## src/rtl/boot_rdbk_pkg.sv

```systemverilog
// Shared constants, register map and FSM encoding for the boot SRAM readback checker.
package boot_rdbk_pkg;

  localparam int unsigned DATA_W      = 32;
  localparam int unsigned ADDR_W      = 32;
  localparam int unsigned SRAM_ADDR_W = 15;
  localparam int unsigned STRB_W      = DATA_W / 8;
  localparam int unsigned WIDX_W      = SRAM_ADDR_W - 2;
  // One extra bit so a full-SRAM word count is representable.
  localparam int unsigned CNT_W       = SRAM_ADDR_W - 1;
  localparam int unsigned WORDS       = 1 << WIDX_W;

  localparam logic [1:0] RDBK_CTRL = 2'd0;
  localparam logic [1:0] RDBK_LEN  = 2'd1;
  localparam logic [1:0] RDBK_EXP  = 2'd2;
  localparam logic [1:0] RDBK_SUM  = 2'd3;

  localparam int unsigned CTRL_START = 0;
  localparam int unsigned CTRL_BUSY  = 0;
  localparam int unsigned CTRL_DONE  = 1;
  localparam int unsigned CTRL_PASS  = 2;

  typedef enum logic [1:0] {
    ST_IDLE = 2'd0,
    ST_READ = 2'd1,
    ST_DONE = 2'd2
  } rdbk_state_e;

  // CTRL read-back layout, LSB first: busy, done, pass.
  typedef struct packed {
    logic [DATA_W-4:0] rsvd;
    logic              is_pass;
    logic              is_done;
    logic              is_busy;
  } ctrl_status_t;

  // Word counts beyond the SRAM size saturate to the full SRAM.
  function automatic logic [CNT_W-1:0] clamp_len(input logic [DATA_W-1:0] w);
    return (w > DATA_W'(WORDS)) ? CNT_W'(WORDS) : CNT_W'(w);
  endfunction

endpackage

```

## src/rtl/boot_rdbk.sv

```systemverilog
// Boot readback checker: sums the SRAM image word by word and compares the
// 32-bit additive checksum against a CPU-programmed expected value.
module boot_rdbk
  import boot_rdbk_pkg::*;
(
  input  logic              clk,
  input  logic              rst,
  input  logic              cpu_valid,
  input  logic [1:0]        cpu_address,
  input  logic [DATA_W-1:0] cpu_wdata,
  input  logic [STRB_W-1:0] cpu_wstrb,
  output logic [DATA_W-1:0] cpu_rdata,
  output logic              cpu_ready,
  output logic              sram_valid,
  output logic [ADDR_W-1:0] sram_addr,
  output logic [STRB_W-1:0] sram_wstrb,
  input  logic [DATA_W-1:0] sram_rdata,
  input  logic              sram_ready,
  output logic              done,
  output logic              pass
);

  rdbk_state_e       state_q;
  logic              start_q;
  logic              cpu_ready_q;
  logic [DATA_W-1:0] cpu_rdata_q;
  logic [CNT_W-1:0]  len_q;
  logic [DATA_W-1:0] exp_q;
  logic [DATA_W-1:0] sum_q;
  logic [CNT_W-1:0]  cnt_q;
  logic              sram_valid_q;
  logic [ADDR_W-1:0] sram_addr_q;
  logic              done_q;
  logic              pass_q;

  logic              wr_c;
  logic              busy_c;
  logic              start_c;
  logic              len_we_c;
  logic              exp_we_c;
  ctrl_status_t      status_c;
  logic [DATA_W-1:0] rd_mux_c;
  logic [CNT_W-1:0]  cnt_inc_c;
  logic [ADDR_W-1:0] next_addr_c;

  // Register decode; a pending start counts as busy so the run's LEN/EXPECTED are frozen.
  always_comb begin
    wr_c        = cpu_valid && (cpu_wstrb != '0);
    busy_c      = (state_q != ST_IDLE) || start_q;
    start_c     = wr_c && !busy_c && (cpu_address == RDBK_CTRL) && cpu_wdata[CTRL_START];
    len_we_c    = wr_c && !busy_c && (cpu_address == RDBK_LEN);
    exp_we_c    = wr_c && !busy_c && (cpu_address == RDBK_EXP);
    status_c         = '0;
    status_c.is_busy = busy_c;
    status_c.is_done = done_q;
    status_c.is_pass = pass_q;
    rd_mux_c    = '0;
    case (cpu_address)
      RDBK_CTRL: rd_mux_c = status_c;
      RDBK_LEN:  rd_mux_c = DATA_W'(len_q);
      RDBK_EXP:  rd_mux_c = exp_q;
      default:   rd_mux_c = sum_q;
    endcase
    cnt_inc_c   = cnt_q + CNT_W'(1);
    next_addr_c = ADDR_W'({cnt_inc_c[WIDX_W-1:0], 2'b00});
  end

  // CPU slave: one-cycle acknowledge, registered read data and config registers.
  always_ff @(posedge clk or posedge rst) begin
    if (rst) begin
      cpu_ready_q <= 1'b0;
      cpu_rdata_q <= '0;
      start_q     <= 1'b0;
      len_q       <= '0;
      exp_q       <= '0;
    end else begin
      cpu_ready_q <= cpu_valid;
      cpu_rdata_q <= cpu_valid ? rd_mux_c : '0;
      start_q     <= start_c;
      if (len_we_c) len_q <= clamp_len(cpu_wdata);
      if (exp_we_c) exp_q <= cpu_wdata;
    end
  end

  // Readback FSM: one outstanding SRAM read, accumulate on each acknowledge.
  always_ff @(posedge clk or posedge rst) begin
    if (rst) begin
      state_q      <= ST_IDLE;
      sum_q        <= '0;
      cnt_q        <= '0;
      sram_valid_q <= 1'b0;
      sram_addr_q  <= '0;
      done_q       <= 1'b0;
      pass_q       <= 1'b0;
    end else begin
      case (state_q)
        ST_IDLE: begin
          if (start_q) begin
            sum_q       <= '0;
            cnt_q       <= '0;
            done_q      <= 1'b0;
            pass_q      <= 1'b0;
            sram_addr_q <= '0;
            if (len_q == '0) begin
              state_q <= ST_DONE;
            end else begin
              state_q      <= ST_READ;
              sram_valid_q <= 1'b1;
            end
          end
        end
        ST_READ: begin
          if (sram_ready) begin
            sum_q <= sum_q + sram_rdata;
            cnt_q <= cnt_inc_c;
            if (cnt_inc_c == len_q) begin
              sram_valid_q <= 1'b0;
              state_q      <= ST_DONE;
            end else begin
              sram_addr_q <= next_addr_c;
            end
          end
        end
        ST_DONE: begin
          pass_q  <= (sum_q == exp_q);
          done_q  <= 1'b1;
          state_q <= ST_IDLE;
        end
        default: begin
          sram_valid_q <= 1'b0;
          state_q      <= ST_IDLE;
        end
      endcase
    end
  end

  assign cpu_ready  = cpu_ready_q;
  assign cpu_rdata  = cpu_rdata_q;
  assign sram_valid = sram_valid_q;
  assign sram_addr  = sram_addr_q;
  assign sram_wstrb = '0;
  assign done       = done_q;
  assign pass       = pass_q;

endmodule

```

## config.mk

```make
export PLATFORM = sky130hd
export DESIGN_NAME = boot_rdbk
export DESIGN_NICKNAME = d
export VERILOG_FILES = /design/src/rtl/boot_rdbk_pkg.sv /design/src/rtl/boot_rdbk.sv
export SDC_FILE = /design/constraint.sdc
export NUM_CORES = 1
export LEC_CHECK = 0
export ABC_AREA = 1
export BUFFER_PORTS_ARGS = -buffer_cell sky130_fd_sc_hd__buf_2
export CELL_PAD_IN_SITES_DETAIL_PLACEMENT = 0
export CELL_PAD_IN_SITES_GLOBAL_PLACEMENT = 1
export CORE_MARGIN = 2
export CORE_UTILIZATION = 45
export DETAILED_ROUTE_END_ITERATION = 10
export GPL_ROUTABILITY_DRIVEN = 0
export PLACE_DENSITY_LB_ADDON = 0.25
export SLEW_MARGIN = 0
export SYNTH_ARGS = -nofsm -noshare
export SYNTH_HDL_FRONTEND = slang
export SYNTH_SLANG_ARGS = --single-unit
```

## constraint.sdc

```tcl
create_clock -name clk -period 7.5 [get_ports clk]
set_clock_uncertainty 0.1 [all_clocks]
set_input_delay 0.75 -clock clk [delete_from_list [all_inputs] [get_ports clk]]
set_output_delay 0.75 -clock clk [all_outputs]
set_load 0.01 [all_outputs]
```

# Word level (Yosys, flattened, before mapping)
# Index checks and enable logic that the tools add are counted.
[totals] output_inout_bits=72 inputBits=74 ff_bits=163
[classes] n_eq_ne=11 reduce_logical=20 addsub=2 bitwise_logic=1 mux=25 order_cmp=1
[ops] op="two-way mux 32 bit" n=5
[ops] op="one-hot mux 32 bit (2 select lines)" n=2
[ops] op="one-hot mux 32 bit (3 select lines)" n=1
[ops] op="two-way mux 14 bit" n=3
[ops] op="adder 32 bit" n=1
[ops] op="equality test 32 bit" n=1
[ops] op="> comparator 32 x 14 -> 1 bit, second input constant" n=1
[ops] op="one-hot mux 14 bit (2 select lines)" n=1
[ops] op="adder 14 x 1 -> 14 bit, second input constant" n=1
[ops] op="equality test 14 bit" n=1
[ops] op="logical NOT 14 bit" n=1
[ops] op="!= test 2 bit, second input constant" n=5
[ops] op="two-way mux 2 bit" n=4
[ops] op="logical AND 1 bit" n=6
[ops] op="AND reduction 3 bit" n=2
[ops] op="nonzero test 2 bit" n=3
[ops] op="two-way mux 1 bit" n=5
[ops] op="AND reduction 5 bit" n=1
[ops] op="equality test 2 x 1 -> 1 bit, second input constant" n=2
[ops] op="equality test 2 bit, second input constant" n=2
[ops] op="logical NOT 2 bit" n=2
[ops] op="one-hot mux 1 bit (2 select lines)" n=2
[ops] op="one-hot mux 2 bit (2 select lines)" n=1
[ops] op="AND reduction 4 bit" n=1
[ops] op="other kinds (6)" n=6

# Logic depth before layout (Yosys ltp)
# Gate-level depths: netlist of the first run.
[depth] word_depth=6 depth_mapped=17 ltp_nobuf=16

# Worst setup path before layout of the first run
# OpenSTA, ideal clock, no wires.
[synth_path] kind="in2reg" start="input port sram_rdata[0]" end="register sum_q[24]" setup_slack_ps=5085 required_time_ps=7282 path_buffers=0 cell_stages=12 t_arrival_ps=2197 setup_time_ps=118 cell_sequence="ha_1 -> fa_1 -> nand2_1 -> nand2_1 -> o21ai_0 -> o211ai_1 -> nand2_1 -> nand2_1 -> nand3_1 -> nand3b_1 -> nand3_1 -> nand2_1"
[synth_via] elab_chain_len=3
[synth_lines] item="start, declared" line="boot_rdbk.sv:17" source="input logic [DATA_W-1:0] sram_rdata,"
[synth_lines] item="adder 32 bit" line="boot_rdbk.sv:114" source="sum_q <= sum_q + sram_rdata;"
[synth_lines] item="two-way mux 32 bit" line="boot_rdbk.sv:113" source="if (sram_ready) begin"
[synth_lines] item="one-hot mux 32 bit (2 select lines)" line="boot_rdbk.sv:96" source="case (state_q)"
[synth_lines] item="end signal, assigned" line="boot_rdbk.sv:114"
[synth_lines] item="end, declared" line="boot_rdbk.sv:29" source="logic [DATA_W-1:0] sum_q;"
# No other way between the ends. The select of a mux whose other input is x is not followed.
# A chain may end at the register's enable or synchronous reset.

# Worst setup path after layout of the first run
[layout_path] start="input port cpu_address[1]" end="register exp_q[14]"
[layout_via] elab_chain_len=2
[layout_lines] item="start, declared" line="boot_rdbk.sv:9" source="input logic [1:0] cpu_address,"
[layout_lines] item="equality test 2 bit" line="boot_rdbk.sv:52" source="exp_we_c = wr_c && !busy_c && (cpu_address == RDBK_EXP);"
[layout_lines] item="logical AND 1 bit" line="boot_rdbk.sv:52"
[layout_lines] item="end signal, assigned" line="boot_rdbk.sv:81" source="if (exp_we_c) exp_q <= cpu_wdata;"
[layout_lines] item="end, declared" line="boot_rdbk.sv:28" source="logic [DATA_W-1:0] exp_q;"
# No other way between the ends.

==> metrics, run 1 <==
Hold WC Path Type in -> async; initial antenna violation count 0; DR WL met3 between 1500 and 2000 µm; Post-Synth Adder-Cell Area 0.0472; vias per cell approximately 5.3; Post-Syn Area about 9000 µm²; DIE HEIGHT ~140 µm; Final Hold Fails 0; commonest non-fill, non-tap cell in the layout nand2_1; Post-CTS Setup Inserts 0; unrepaired setup endpoints after global routing false; largest family of logic cells by synthesized area simple AND/OR/NAND/NOR gates; die area roughly 21000 µm²; WL final between 20000 and 30000 µm; Critical Path Start cpu_address[1]; YS warnings 0; most frequent cells in the layout nand2_1 (354), dfrtp_1 (144), inv_1 (142), buf_2 (122), o21ai_0 (106); Clock Tree Buf Depth 2; CTS tree yes; Final Max Slew Viols 0; multiplexer area fraction after synthesis 0.00506; Critical Path RT 7710 ps; Worst-path clk slew about 60 ps; setup TNS 0 ps; Clock Latency Late Sink around 430 ps; layout overhead on the synthesized area 15.6%; DRC 0; Die W 145 µm; critical path launch point type primary input; first-pass GRT wire length between 40000 and 50000 µm; syn_area_per_cell 7.24 µm²; WL per Instance approximately 17 µm; static leakage 5.27 nW; Rel. slew slack 0.252; r2r startpoint state_q[0]$_DFFE_PP0P_; hpwl dp 21400 µm; Arrival @ worst endpoint 3010 ps; Most common cell on crit path inv_1; Pwr Density 361 nW/µm²; TritonRoute pass-1 iters 5; worst slew pin tran roughly 1100 ps; uppermost layer routed met4; synthesis-stage register bit count 144; WL met1 between 10000 and 15000 µm; IO Pins around 150; # hold bufs at CTS 0; Simple-Gate Fraction of Synth Area 0.276; final core utilization 0.529; status completed; post-synthesis cell count roughly 1.2k; Placeable Area between 15000 and 20000 µm²; CP peak stage delay between 900 and 1000 ps; minimum clock period 2800 ps; vias in the first global route 7871; VDD IR max roughly 0.00027 V; Synth Area in XOR/XNOR 0.0167; CTS Sinks 144; routed vias approximately 8.6k; Rows 51; layout cell share with drive strength beyond 1 0.136; H-tree depth 4; fin nets roughly 1.5k; overflow left after global routing 0; synth unique cells between 40 and 50; Compound-Gate Fraction of Synth Area 0.153; critical path cell sequence buf_2 -> inv_1 -> nor2_1 -> buf_4 -> inv_1 -> nor2_4 -> mux2_2; CP max FO 54; routed wl met2 between 10000 and 15000 µm; Setup CP Type in -> reg; DRT iter0 DRCs roughly 500; largest net degree at the start of global routing 77; Port Buffer Count around 120; total CTS buffers 17; Tcrit/Tclk final 0.373; CP max stage cell nor2_4; Root Driver clkbuf_16; Design Power 3.72 mW; # resized after CTS 0; max frequency between 0.3 and 0.4 GHz; Detail Route Antenna Nets 0; starting density of the core 0.457; Final setup violation count 0; GRT Total Usage 0.269; max_cap viols 0; register area share after synthesis 0.405; Ant. Diodes 0; Setup crit end kind register
-- cells in the mapped netlist (all sizes together) --
library cell  instances  share of area
clkinv                4         0.0017
or2                   3         0.0021
buf                  25          0.022
o21bai                4         0.0034
a221oi                1        0.00098
o21a                  1        0.00084
xor2                 11          0.011
o2111ai               4         0.0039
nand3                67          0.040
a31oi                 2         0.0014
a21oi                79          0.044
and2                  1        0.00070
nor4                  9         0.0063
xnor2                 6         0.0059
nand2               360           0.15
ha                   32          0.045
nand3b                3         0.0025
dfrtp               144           0.40
o21ai               107          0.060
a21boi                2         0.0017
a21o                  3         0.0025
o32ai                 1        0.00098
o22ai                37          0.026
mux2                  4         0.0051
conb                  1        0.00042
nor3                 18          0.011
nor3b                 1        0.00084
nor2                106          0.049
inv                 146          0.062
o41ai                 1        0.00098
o221ai                2         0.0020
o211ai                2         0.0017
clkbuf               26          0.011
nand4                13         0.0091
fa                    1         0.0022
o31ai                 2         0.0017
-- routing by layer --
metal,up-vias,global-route usage
met2,297,0.443
li1,4226,-
met3,41,0.0308
met4,0,0.0925
met1,3997,0.369
met5,-,0
-- worst max-delay path: cells and delay by family --
kind	cells	cell delay (ps)
and+or+nand+nor	2	1060
buffers and inverters	4	760
muxes	1	420
-- area by class of cell --
type | count | area [µm²]
tap | 265 | 332
fill | 1956 | 9170
sequential | 144 | 3600
multi-input combinational | 906 | 4530
timing repair buffer | 126 | 641
clock inverter | 14 | 179
clock buffer | 18 | 439
inverter | 150 | 568
-- cell families after synthesis --
logic type	Yosys count
simple gates	581
compound gates	248
buf+inv	201
flops	144
fa+ha+maj	33
xor+xnor	17
mux	4
other cells	1
-- path summary, 6_finish.rpt --
path / to / slack [ps] / cells past startpoint
max: exp_q[14]$_DFFE_PP0P_ / 4700 / 7
min: cnt_q[10]$_DFFE_PP0P_ / 300 / 2
max reg2reg: sum_q[13]$_DFFE_PP0P_ / 4770 / 9
min reg2reg: sram_addr[12]$_DFFE_PP0P_ / 370 / 2
max in group asynchronous: exp_q[0]$_DFFE_PP0P_ / 5510 / 3
min in group clk: sram_addr[12]$_DFFE_PP0P_ / 370 / 2
-- flip-flops by register name, indices dropped and copies added (netlist names) --
register    flops
sram_addr      13
done            1
pass            1
exp_q          32
cpu_ready       1
cnt_q          14
cpu_rdata      32
sum_q          32
state_q         2
sram_valid      1
start_q         1
len_q          14
-- power by group --
part | internal (mW) | switching (mW)
Sequential | 1.00 | 0.228
Clock | 0.537 | 0.358
Combinational | 0.526 | 1.06
-- stage by stage --
stage	std cells	hold WS, ps	setup WS [ps]	instance area, µm²
global placement	1591	349	4390	9670
CTS	1623	341	4760	10300
detailed placement	1591	354	4330	9670
global route	1623	372	4540	10300
floorplan	1251	379	2780	8980
finish	1623	300	4700	10300
Note: power is estimated with default switching activity, not from simulation.
==> inputs of run 2 (changes only) <==
--- a/config.mk
+++ b/config.mk
@@ -5,12 +5,12 @@
 export SDC_FILE = /design/constraint.sdc
 export NUM_CORES = 1
 export LEC_CHECK = 0
-export ABC_AREA = 1
+export ABC_AREA = 0
 export BUFFER_PORTS_ARGS = -buffer_cell sky130_fd_sc_hd__buf_2
 export CELL_PAD_IN_SITES_DETAIL_PLACEMENT = 0
 export CELL_PAD_IN_SITES_GLOBAL_PLACEMENT = 1
 export CORE_MARGIN = 2
-export CORE_UTILIZATION = 45
+export CORE_UTILIZATION = 44
 export DETAILED_ROUTE_END_ITERATION = 10
 export GPL_ROUTABILITY_DRIVEN = 0
 export PLACE_DENSITY_LB_ADDON = 0.25
==> constraint.sdc (replaced) <==
create_clock -name clk -period 2.93 [get_ports clk]
set_clock_uncertainty 0.1 [all_clocks]
set_input_delay 0.293 -clock clk [delete_from_list [all_inputs] [get_ports clk]]
set_output_delay 0.293 -clock clk [all_outputs]
set_load 0.01 [all_outputs]
==> metrics, run 2 <==
status finished with violations; failing checks negative setup slack; unrepaired setup endpoints after global routing true; syn_area_per_cell ~10 µm²; routed vias around 7.0k; initial antenna violation count 1; max frequency ~0.34 GHz; CTS Sinks approximately 140; DRT iter0 DRCs a little under 400; Rel. slew slack 0.435; vias in the first global route a little under 7k; vias per cell between 5 and 6; Post-Syn Area 8460 µm²; Final Hold Fails 0; largest net degree at the start of global routing 40; layout overhead on the synthesized area 23.9%; starting density of the core 0.451; switch share 0.377; Post-Layout Cell Count about 1.3k; WL per Instance about 19 µm; Yosys top cell area share 0.426; H-tree depth 4; DIE HEIGHT between 100 and 150 µm; register area share after synthesis 0.426; FF-to-FF End sum_q[24]$_DFFE_PP0P_; Setup crit end kind register; DRC 0; static leakage between 5 and 6 nW; commonest non-fill, non-tap cell in the layout dfrtp_1; IO Pins 146; CTS tree yes; Final WS setup -2.53 ps; post-synthesis cell count 846; most frequent cells after synthesis dfrtp_1 (144), nand2_1 (71), o21ai_0 (61); critical path launch point type register; first-pass GRT wire length 37100 µm; Clock Tree Buf Depth 2; Critical Path Start sum_q[0]$_DFFE_PP0P_; Tcrit/Tclk final 1.00; Synth Flop Type dfrtp_1; r2r startpoint sum_q[0]$_DFFE_PP0P_; depth of the most critical reg-to-reg path 11; VDD IR max approximately 0.00044 V; ranking of synthesized cells by area dfrtp_1 (43%), mux2_2 (5.7%), ha_1 (4.7%); hpwl dp about 18000 µm; Hold WC Path Type in -> reg; Rows 50; overflow left after global routing 0; YS warnings 0; Synth area leader dfrtp_1; Port Buffer Count 122; Arrival @ worst endpoint ~3200 ps; synthesis-stage register bit count 144; Seq pwr share 0.314; layout cell share with drive strength beyond 1 0.299; Post-synth EDFFs 0; Pwr Density ~800 nW/µm²; Comb pwr share 0.432; Placeable Area roughly 19000 µm²; Detail Route Antenna Nets 0; Final setup violation count 1; Worst-path clk slew 70 ps; worst slew pin tran around 850 ps; TritonRoute pass-1 iters 5; WL final roughly 24000 µm; Clock Latency Late Sink between 400 and 500 ps; Setup CP Type reg -> reg; GRT Total Usage 0.240; Clk pwr share 0.254; most frequent cells in the layout dfrtp_1 (142), buf_2 (122), nand2_1 (70), buf_4 (70), o21ai_0 (52); CP max FO 3; max_cap viols 0; minimum clock period 2930 ps; synth unique cells roughly 70; count leader, synth dfrtp_1; Worst Setup EP sum_q[24]$_DFFE_PP0P_; Critical Path RT ~3100 ps; Fillers between 1.5k and 2k; die area approximately 20000 µm²; P_sw 3.14 mW; ys async rst share 1.00; Internal roughly 5.2 mW; Die W around 140 µm; reg-to-reg slack, setup -3 ps; Post-Layout Inst Area roughly 10000 µm²; fin nets 1132; Inst Count DP 1238; total CTS buffers 17; Final Max Slew Viols 0; Root Driver clkbuf_16; Cell Area, Placed just under 10000 µm²
run 2: cell types whose count changed in the layout (fill, tap and decap cells not counted), sizes merged, moves of 23 or more:
cell   change
mux2      +39
inv      -117
nand3     -54
xnor2     +25
nor2      -61
a21oi     -49
mux2i     +24
buf       +71
o21ai     -46
o22ai     -23
nand2    -288
xor2      +34
run 2: power groups by stage:
| stage | registers (mW) | logic, mW | clock network (mW) |
|---|---|---|---|
| global route | 2.66 | 4.02 | 2.23 |
| global placement | 2.64 | 3.39 | 0 |
| CTS | 2.61 | 3.44 | 2.14 |
| floorplan | 2.64 | 2.23 | 0 |
| detailed placement | 2.65 | 3.40 | 0 |
| finish | 2.62 | 3.60 | 2.12 |
run 2: logic make-up after synthesis:
kind of cell,after synthesis,synth area share
AND/OR/NAND/NOR,221,0.132
AO/OA/AOI/OAI,208,0.164
flip-flops,144,0.426
buffers and inverters,92,0.0525
XOR/XNOR,78,0.0849
multiplexers,69,0.0909
adder cells (fa/ha/maj),33,0.0497
other,1,0.000443
run 2: routing by layer:
layer  routed length [µm]  global-route usage  part of all wire
met4                  405              0.0683             0.017
met1                10900               0.328              0.46
met2                11500               0.397              0.48
met5                    0                   0                 0
met3                  998              0.0359             0.042
run 2: cell type report:
class                           instances  area, µm²  share of cell area
Antenna cell                            1       2.50            0.000239
Clock buffer                           21        470              0.0449
Clock inverter                         11        106              0.0101
Inverter                               32        124              0.0118
Multi-Input combinational cell        632       4640               0.442
Sequential cell                       144       3610               0.344
Tap cell                              234        293              0.0279
Timing Repair Buffer                  198       1250               0.119
run 2: worst min path at each step:
stage,startpoint,end,slack [ps],cells past startpoint
detailed placement,rst,cpu_rdata[4]$_DFF_PP0_,390,2
global route,cpu_wdata[18],exp_q[18]$_DFFE_PP0P_,9,2
finish,cpu_wdata[20],exp_q[20]$_DFFE_PP0P_,10,2
floorplan,cpu_valid,cpu_ready$_DFF_PP0_,220,0
global placement,cnt_q[13]$_DFFE_PP0P_,cnt_q[13]$_DFFE_PP0P_,390,1
CTS,cpu_wdata[20],exp_q[20]$_DFFE_PP0P_,2,2
run 2: repair_timing:
action                                 4_1_cts  5_1_grt
pin swaps                                    1       13
hold buffers                                 1        0
setup endpoints to repair                   21       31
gates resized for setup                      5       33
buffers inserted                             0        1
endpoints found under the hold margin       31        0
run 2: critical path, stage by stage (launching register included):
cell	delay (ps)
dfrtp_1	390
ha_2	190
fa_2	330
a21o_1	210
a21boi_2	210
o21ai_2	120
a2111oi_2	400
buf_4	200
o31ai_2	110
a41oi_2	240
nor4_1	70
a211o_1	250
run 2: metrics by stage:
| stage | setup TNS (ps) | setup slack (ps) | hold slack, ps | power (mW) | util |
|---|---|---|---|---|---|
| 6_report | -2.53 | -2.53 | 14.2 | 8.35 | 0.559 |
| 5_1_grt | -294 | -98.8 | 9.12 | 8.91 | 0.559 |
| 4_1_cts | -4.54 | -4.54 | 2.15 | 8.19 | 0.551 |
| 3_5_place_dp | -1990 | -370 | 394 | 6.04 | 0.519 |
| 3_3_place_gp | -1790 | -315 | 391 | 6.02 | 0.519 |
| 2_1_floorplan | 0 | 25.3 | 224 | 4.86 | - |
